**config.mk**
```make
export PLATFORM = sky130hd
export DESIGN_NAME = snake_body_streamer_flat
export DESIGN_NICKNAME = d
export VERILOG_FILES = /design/src/rtl/snake_body_streamer_if.sv /design/src/rtl/snake_body_streamer.sv /design/src/flat_wrapper.sv
export SDC_FILE = /design/constraint.sdc
export NUM_CORES = 1
export LEC_CHECK = 0
export CAP_MARGIN = 20
export CELL_PAD_IN_SITES_DETAIL_PLACEMENT = 0
export CELL_PAD_IN_SITES_GLOBAL_PLACEMENT = 2
export CORE_ASPECT_RATIO = 1.5
export CORE_MARGIN = 10
export CORE_UTILIZATION = 30
export CTS_CLUSTER_SIZE = 14
export DETAILED_ROUTE_END_ITERATION = 7
export HOLD_SLACK_MARGIN = 0.08
export PLACE_DENSITY = 0.73
export SYNTH_ARGS = -nofsm -noshare
export SYNTH_HDL_FRONTEND = slang
export SYNTH_SLANG_ARGS = --single-unit
```
**constraint.sdc**
```tcl
create_clock -name clock_25 -period 2.2 [get_ports clock_25]
set_input_delay 0.44 -clock clock_25 [delete_from_list [all_inputs] [get_ports clock_25]]
set_output_delay 0.44 -clock clock_25 [all_outputs]
set_load 0.01 [all_outputs]
```
**src/rtl/snake_body_streamer_if.sv**
```systemverilog
// Controller/renderer side bundle of the snake body streamer.
// master drives moves and head position, slave is the streamer.
interface snake_body_streamer_if #(
  parameter int SNAKE_LENGTH_BIT = 4
);
  logic                        move_tick;
  logic                        grow;
  logic [6:0]                  snake_head_x;
  logic [6:0]                  snake_head_y;
  logic [SNAKE_LENGTH_BIT-1:0] body_count;
  logic [6:0]                  snake_body_x;
  logic [6:0]                  snake_body_y;
  logic [SNAKE_LENGTH_BIT-1:0] snake_length;
  logic                        update_busy;
  logic                        self_hit;

  modport master (
    output move_tick, grow,
    output snake_head_x, snake_head_y,
    input  body_count, snake_body_x, snake_body_y,
    input  snake_length, update_busy, self_hit
  );

  modport slave (
    input  move_tick, grow,
    input  snake_head_x, snake_head_y,
    output body_count, snake_body_x, snake_body_y,
    output snake_length, update_busy, self_hit
  );
endinterface

```
**src/rtl/snake_body_streamer.sv**
```systemverilog
// Snake body list: shift on move, grow on fruit, scan for self-hit,
// and stream every entry to the renderer one per clock.
module snake_body_streamer #(
  parameter int SNAKE_LENGTH_BIT = 4,
  parameter int SNAKE_LENGTH_MAX = 16,
  parameter int INIT_LENGTH      = 3,
  parameter int INIT_X           = 20,
  parameter int INIT_Y           = 20
) (
  input  logic                  clock_25,
  input  logic                  reset,
  snake_body_streamer_if.slave  bus
);
  localparam int LB = SNAKE_LENGTH_BIT;
  localparam int NE = SNAKE_LENGTH_MAX - 1;
  localparam logic [LB-1:0] LAST   = LB'(NE - 1);
  localparam logic [LB-1:0] LEN_MX = LB'(NE);

  typedef enum logic [1:0] {IDLE, SHIFT, SCAN} state_t;

  state_t                  state_q, state_d;
  logic [NE-1:0][6:0]      ent_x_q, ent_x_d;
  logic [NE-1:0][6:0]      ent_y_q, ent_y_d;
  logic [LB-1:0]           stream_idx_q, stream_idx_d;
  logic [LB-1:0]           body_count_q, body_count_d;
  logic [6:0]              body_x_q, body_x_d;
  logic [6:0]              body_y_q, body_y_d;
  logic [LB-1:0]           len_q, len_d;
  logic [LB-1:0]           scan_idx_q, scan_idx_d;
  logic [6:0]              old_x_q, old_x_d;
  logic [6:0]              old_y_q, old_y_d;
  logic                    grow_q, grow_d;
  logic                    hit_q, hit_d;

  always_comb begin
    state_d      = state_q;
    ent_x_d      = ent_x_q;
    ent_y_d      = ent_y_q;
    len_d        = len_q;
    scan_idx_d   = scan_idx_q;
    old_x_d      = old_x_q;
    old_y_d      = old_y_q;
    grow_d       = grow_q;
    hit_d        = hit_q;
    // stream index is the entry presented on the next clock
    stream_idx_d = (stream_idx_q == LAST) ? '0
                 : stream_idx_q + 1'b1;
    body_count_d = stream_idx_q;
    body_x_d     = ent_x_q[stream_idx_q];
    body_y_d     = ent_y_q[stream_idx_q];

    unique case (state_q)
      IDLE: begin
        if (bus.move_tick) begin
          old_x_d = bus.snake_head_x;
          old_y_d = bus.snake_head_y;
          grow_d  = bus.grow;
          hit_d   = 1'b0;
          state_d = SHIFT;
        end
      end
      SHIFT: begin
        for (int i = NE - 1; i >= 1; i--) begin
          ent_x_d[i] = ent_x_q[i-1];
          ent_y_d[i] = ent_y_q[i-1];
        end
        ent_x_d[0] = old_x_q;
        ent_y_d[0] = old_y_q;
        if (grow_q && len_q < LEN_MX) begin
          len_d = len_q + 1'b1;
        end
        scan_idx_d = '0;
        state_d    = SCAN;
      end
      SCAN: begin
        if (ent_x_q[scan_idx_q] == bus.snake_head_x &&
            ent_y_q[scan_idx_q] == bus.snake_head_y) begin
          hit_d = 1'b1;
        end
        if (scan_idx_q == len_q - 1'b1) begin
          state_d = IDLE;
        end else begin
          scan_idx_d = scan_idx_q + 1'b1;
        end
      end
      default: state_d = IDLE;
    endcase
  end

  always_ff @(posedge clock_25) begin
    if (reset) begin
      state_q      <= IDLE;
      for (int i = 0; i < NE; i++) begin
        ent_x_q[i] <= (i < INIT_LENGTH) ? 7'(INIT_X - 1 - i) : 7'd0;
        ent_y_q[i] <= (i < INIT_LENGTH) ? 7'(INIT_Y) : 7'd0;
      end
      stream_idx_q <= LB'(1 % NE);
      body_count_q <= '0;
      body_x_q     <= 7'(INIT_X - 1);
      body_y_q     <= 7'(INIT_Y);
      len_q        <= LB'(INIT_LENGTH);
      scan_idx_q   <= '0;
      old_x_q      <= '0;
      old_y_q      <= '0;
      grow_q       <= 1'b0;
      hit_q        <= 1'b0;
    end else begin
      state_q      <= state_d;
      ent_x_q      <= ent_x_d;
      ent_y_q      <= ent_y_d;
      stream_idx_q <= stream_idx_d;
      body_count_q <= body_count_d;
      body_x_q     <= body_x_d;
      body_y_q     <= body_y_d;
      len_q        <= len_d;
      scan_idx_q   <= scan_idx_d;
      old_x_q      <= old_x_d;
      old_y_q      <= old_y_d;
      grow_q       <= grow_d;
      hit_q        <= hit_d;
    end
  end

  assign bus.body_count   = body_count_q;
  assign bus.snake_body_x = body_x_q;
  assign bus.snake_body_y = body_y_q;
  assign bus.snake_length = len_q;
  assign bus.update_busy  = (state_q != IDLE);
  assign bus.self_hit     = hit_q;
endmodule
```
**src/flat_wrapper.sv**
```systemverilog
// flat-port wrapper written by rule: the top's interface ports become plain ports
module snake_body_streamer_flat 
#(
  parameter int SNAKE_LENGTH_BIT = 4,
  parameter int SNAKE_LENGTH_MAX = 16,
  parameter int INIT_LENGTH      = 3,
  parameter int INIT_X           = 20,
  parameter int INIT_Y           = 20
)
  (clock_25, reset, bus_move_tick, bus_grow, bus_snake_head_x, bus_snake_head_y, bus_body_count, bus_snake_body_x, bus_snake_body_y, bus_snake_length, bus_update_busy, bus_self_hit);
  snake_body_streamer_if #(.SNAKE_LENGTH_BIT(SNAKE_LENGTH_BIT)) bus_i ();
  input  logic clock_25;
  input  logic reset;
  input wire logic [$bits(bus_i.move_tick)-1:0] bus_move_tick;
  input wire logic [$bits(bus_i.grow)-1:0] bus_grow;
  input wire logic [$bits(bus_i.snake_head_x)-1:0] bus_snake_head_x;
  input wire logic [$bits(bus_i.snake_head_y)-1:0] bus_snake_head_y;
  output wire logic [$bits(bus_i.body_count)-1:0] bus_body_count;
  output wire logic [$bits(bus_i.snake_body_x)-1:0] bus_snake_body_x;
  output wire logic [$bits(bus_i.snake_body_y)-1:0] bus_snake_body_y;
  output wire logic [$bits(bus_i.snake_length)-1:0] bus_snake_length;
  output wire logic [$bits(bus_i.update_busy)-1:0] bus_update_busy;
  output wire logic [$bits(bus_i.self_hit)-1:0] bus_self_hit;
  assign bus_i.move_tick = bus_move_tick;
  assign bus_i.grow = bus_grow;
  assign bus_i.snake_head_x = bus_snake_head_x;
  assign bus_i.snake_head_y = bus_snake_head_y;
  assign bus_body_count = bus_i.body_count;
  assign bus_snake_body_x = bus_i.snake_body_x;
  assign bus_snake_body_y = bus_i.snake_body_y;
  assign bus_snake_length = bus_i.snake_length;
  assign bus_update_busy = bus_i.update_busy;
  assign bus_self_hit = bus_i.self_hit;
  snake_body_streamer #(.SNAKE_LENGTH_BIT(SNAKE_LENGTH_BIT), .SNAKE_LENGTH_MAX(SNAKE_LENGTH_MAX), .INIT_LENGTH(INIT_LENGTH), .INIT_X(INIT_X), .INIT_Y(INIT_Y)) u_core (.clock_25(clock_25), .reset(reset), .bus(bus_i));
endmodule
```
Yosys cells after proc, flatten, opt, wreduce, memory -nomap -nowiden
Cells that the tools add are included.

cells by class
  mux-type cells = 17
  reductions and logical operators = 12
  add/subtract/negate cells = 4
  magnitude comparators = 3
  equal/unequal tests = 10

operators with widths
  operator             number
  $bmux 7 s4           4
  $mux 7               4
  $eq 7x7->1           2
  $add 4x1->4 const B  3
  $lt 4x5->1 const B   2
  $pmux 4 s2           1
  $reduce_and 2->1     4
  $pmux 2 s3           1
  $reduce_bool 2->1    3
  $eq 4x4->1           1
  $eq 4x4->1 const B   1
  $lt 4x4->1 const B   1
  $mux 2               2
  $mux 4               1
  $ne 2x1->1 const B   2
  $ne 2x2->1 const B   2
  $sub 4x1->4 const B  1
  $mux 1               3
  $reduce_and 3->1     1
  $eq 2x1->1 const B   1
  $eq 2x2->1 const B   1
  $logic_and 1x1->1    2
  $logic_not 2->1      1
  $pmux 1 s2           1
  $reduce_or 2->1      1

word-level totals
  word-level logic and storage cells = 88
  input port bits = 18
  register bits = 258

Logic depth before layout (Yosys ltp)
  word-level depth = 6
  depth in mapped cells = 11
  gate-level depth less buffers = 8

Least setup slack after synthesis
Ideal clock, no wire load.

  kind = reg2reg
  from = register u_core.scan_idx_q[0]
  to = register u_core.hit_q, in the netlist u_core.bus.self_hit
  stages on the path, launching flop included = 8
  clock period less this slack = 2.045 ns
  required time = 2.116 ns
  path buffers = 2
  slack = 0.155 ns
  arrival time = 1.961 ns
  setup time = 0.084 ns
  cells stage by stage = dfxtp_1 buf_6 buf_12 mux4_2 mux4_2 xnor2_1 nand4_1 o31ai_2

on the way
  word-level cells in the longest chain between the ends = 6
  elaborated cells between the ends (all ways) = 9

ends and longest elaborated chain
  what                                  RTL line                                              text
  start: declaration                    snake_body_streamer.sv:29                             logic [LB-1:0] scan_idx_q, scan_idx_d;
  start signal: assignment              snake_body_streamer.sv:116                            scan_idx_q <= scan_idx_d;
  $bmux 7 s4, on equally long branches  snake_body_streamer.sv:76, snake_body_streamer.sv:77
  $mux 7, on equally long branches      snake_body_streamer.sv:76, snake_body_streamer.sv:77
  $eq 7x7->1, on equally long branches  snake_body_streamer.sv:76, snake_body_streamer.sv:77
  $logic_and 1x1->1 *                   snake_body_streamer.sv:76                             if (ent_x_q[scan_idx_q] == bus.snake_head_x &&
  $ne 2x1->1 (no line) *                --
  $reduce_and 3->1 (no line) *          --
  end signal: assignment                snake_body_streamer.sv:120                            hit_q <= hit_d;
  end: declaration                      snake_body_streamer.sv:33                             logic hit_q, hit_d;

Mark *: on every way between the ends. The rest lies on a longest branch, timed or not. The select of a mux whose other input is x is not followed.
A chain may end at the register's enable or synchronous reset.

Final worst setup path
Ends and elaborated chain as after synthesis.

==> results.ini <==
[worst_setup_path]
critPathRequiredTime_ns=2.67
crit_type=reg -> reg
crit_start=u_core.scan_idx_q[0]
startpoint_type=flop
cp.arrival_ns=2.72
endpoint_kind=flop
r2r-start=u_core.scan_idx_q[0]
cp_max_fo=7

[drt]
postRouteAntennaNets=0
vias=10300
routedWlPerCell_um=18.3
dr.pass1.iters=4
wirelength_um=37700
vias_per_cell=5.01
drt_iter0_drc=720
drc=0

[synth]
synth_seq_cells=258
syn_inst=1425
synth_top_cell_area_share_pct=41.3
yosysMostFrequentCell=nand2_1
ys.flop_type=dfxtp_1
synth_top_cell_by_area=dfxtp_1
syn-num-nets=1448
mappedNetlistArea_sq_um=12500
syn_area_per_cell_sq_um=8.79
synth_cell_type_count=46
yosys_warnings=0
synth_common_cells=nand2_1 (479), dfxtp_1 (258), a21oi_1 (223)
synth-edff-count=0
ys_top_cells_by_area=dfxtp_1 (41%), mux4_2 (16%), nand2_1 (14%)
async_reset_ff_share_pct=0
ys_seq_area_share_pct=41.3

[power_and_ir_drop]
p_leak_nw=5.00
switchingPower_w=0.00274
seqPwrFrac_pct=44.8
p_sw_share_pct=25.4
peakVddDrop_uv=583
clkPwrFrac_pct=44.0
power_w=0.0108
powerDensity_nw_per_um2=713
internal-power_w=0.00806
p_comb_share_pct=11.2

[clock_tree]
ctsHoldBuffers=0
cts_root_buf=clkbuf_16
cts_sinks=258
htree_levels=1
worst_skew_pair.late_latency_ns=0.56
cts_buffers=28
cts_tree=done
clk_pin_slew_ns=0.06
clockBufferDepth=3

[timing]
setup_slack_ns=-0.0468
post-route-period-util_pct=102
finalHoldViolations=0
slew_headroom_pct=47.9
fmax_mhz=445
tns_ns=-0.0468
setup_viol=1
min_period_ns=2.25
rsz0062_at_grt=yes
clock_skew_ns=0.0185
slew_viol_final=0
tightest_slew_ns=0.779

[placed_design]
gp_congestion=0.797
pre_cts_slack_ns=-0.192
placed_area_sq_um=14100
portBuffers=41
hpwl_um=25700

[job]
maxCapViolations=0

[global_routing]
grt-ovfl-total=0
grt_pass1_wl_um=60500
grt_pass1_vias=10300
grt_use_total_pct=14.7
antenna_found_initial=0
grt_max_degree=121

[cells_and_area]
nNetsFinal=1507
utilization_pct=36.8
antennaDiodeCount=0
area_growth_syn_to_layout_pct=21.0
drive_above_1_share_pct=17.9
fin_area_sq_um=15200

[worst_hold_path]
hold_path.startpoint=reset
min_path_type=in -> reg

[outcome]
violations=setup timing
outcome=complete, but fails checks

[die]
die_w_um=187
die-height_um=270
die-area_sq_um=50500
ios=42
core_sq_um=41200
start_util_pct=30.4
rows=91

==> registers in the layout, summed over array words and instances, names as in the netlist <==
signal                   cells
u_core.body_count_d          4
u_core.state_q               2
u_core.bus.snake_body_y      7
u_core.grow_q                1
u_core.bus.body_count        4
u_core.bus.self_hit          1
u_core.scan_idx_q            4
u_core.bus.snake_body_x      7
u_core.old_x_q               7
u_core.bus.snake_length      4
u_core.ent_y_q             105
u_core.ent_x_q             105
u_core.old_y_q               7
==> power by group through the flow <==
stage               registers (W)  clock network [W]  logic (W)
floorplan                 0.00491                  0   0.000705
global placement          0.00495                  0    0.00119
detailed placement        0.00495                  0    0.00119
CTS                       0.00485            0.00492    0.00122
global route              0.00486            0.00507    0.00131
finish                    0.00485            0.00475    0.00121
==> kinds of logic after synthesis <==
logic type / Yosys count / share of synthesized area (%)
xor+xnor: 33 / 2.31
simple gates: 574 / 18.8
fa+ha+maj: 5 / 0.500
compound gates: 281 / 12.0
flops: 258 / 41.3
mux: 146 / 20.6
buf+inv: 128 / 4.50
==> critical path, cell delays in order (launching register included) <==
cell and delay [ns]:
dfxtp_4 0.40, buf_12 0.14, mux4_2 0.51, mux2i_2 0.19, xor2_1 0.17, buf_4 0.14, nand4_1 0.14, o41ai_4 0.09
nand4_1 0.15, o31ai_2 0.24
==> layout by cell type (no fill, tap or decap), types with 5 or more instances in the layout <==
| cell | n |
|---|---|
| nand2_1 | 479 |
| dfxtp_1 | 250 |
| a21oi_1 | 223 |
| mux4_2 | 89 |
| buf_4 | 88 |
| mux2i_1 | 52 |
| clkdlybuf4s50_1 | 40 |
| clkbuf_16 | 29 |
| o21ai_0 | 22 |
| nand3b_1 | 20 |
| nor2_1 | 20 |
| nor2b_1 | 18 |
| xor2_1 | 16 |
| buf_12 | 16 |
| xnor2_1 | 15 |
| clkbuf_1 | 9 |
| inv_1 | 6 |
| and2_1 | 6 |
| a211oi_1 | 6 |
| clkbuf_8 | 6 |
| nand2b_1 | 5 |
| nand4_1 | 5 |
| ha_1 | 5 |
==> cell type report <==
type	instances	area [sq um]
multi-input cells	1039	6880
repair buffers	149	1450
well taps	558	698
fillers	4258	26100
clock buffers	43	828
clock inverters	6	85.1
flip-flops and latches	258	5180
inverters	8	30.0
==> through the flow <==
| stage | hold WS, ns | std cells |
|---|---|---|
| final | 0.419 | 2061 |
| after global routing | 0.438 | 2061 |
| after CTS | 0.426 | 2057 |
| after detailed placement | 0.447 | 2006 |
| after global placement | 0.441 | 2006 |
| after floorplan | 0.432 | 1425 |
==> path summary, 6_finish.rpt <==
kind	endpoint	slack, ns	depth (start not counted)
max reg2reg	u_core.bus.self_hit	-0.05	9
max	u_core.bus.self_hit	-0.05	9
min reg2reg	u_core.ent_x_q[5]	0.45	2
min	u_core.ent_y_q[94]	0.42	3
==> what timing repair did <==
action,CTS,global route
pin swaps,5,5
gates resized for setup,12,13
endpoints found under the hold margin,0,0
endpoints found under the setup margin,2,2
buffers inserted,1,5
gates cloned,1,0
==> layer usage <==
layer / track usage [%] / routed length [um]
met3: 1.72 / 1140
met5: 0 / 0
met2: 26.5 / 19600
met1: 17.7 / 16000
met4: 4.98 / 969
(Power assumes the default switching activity.)
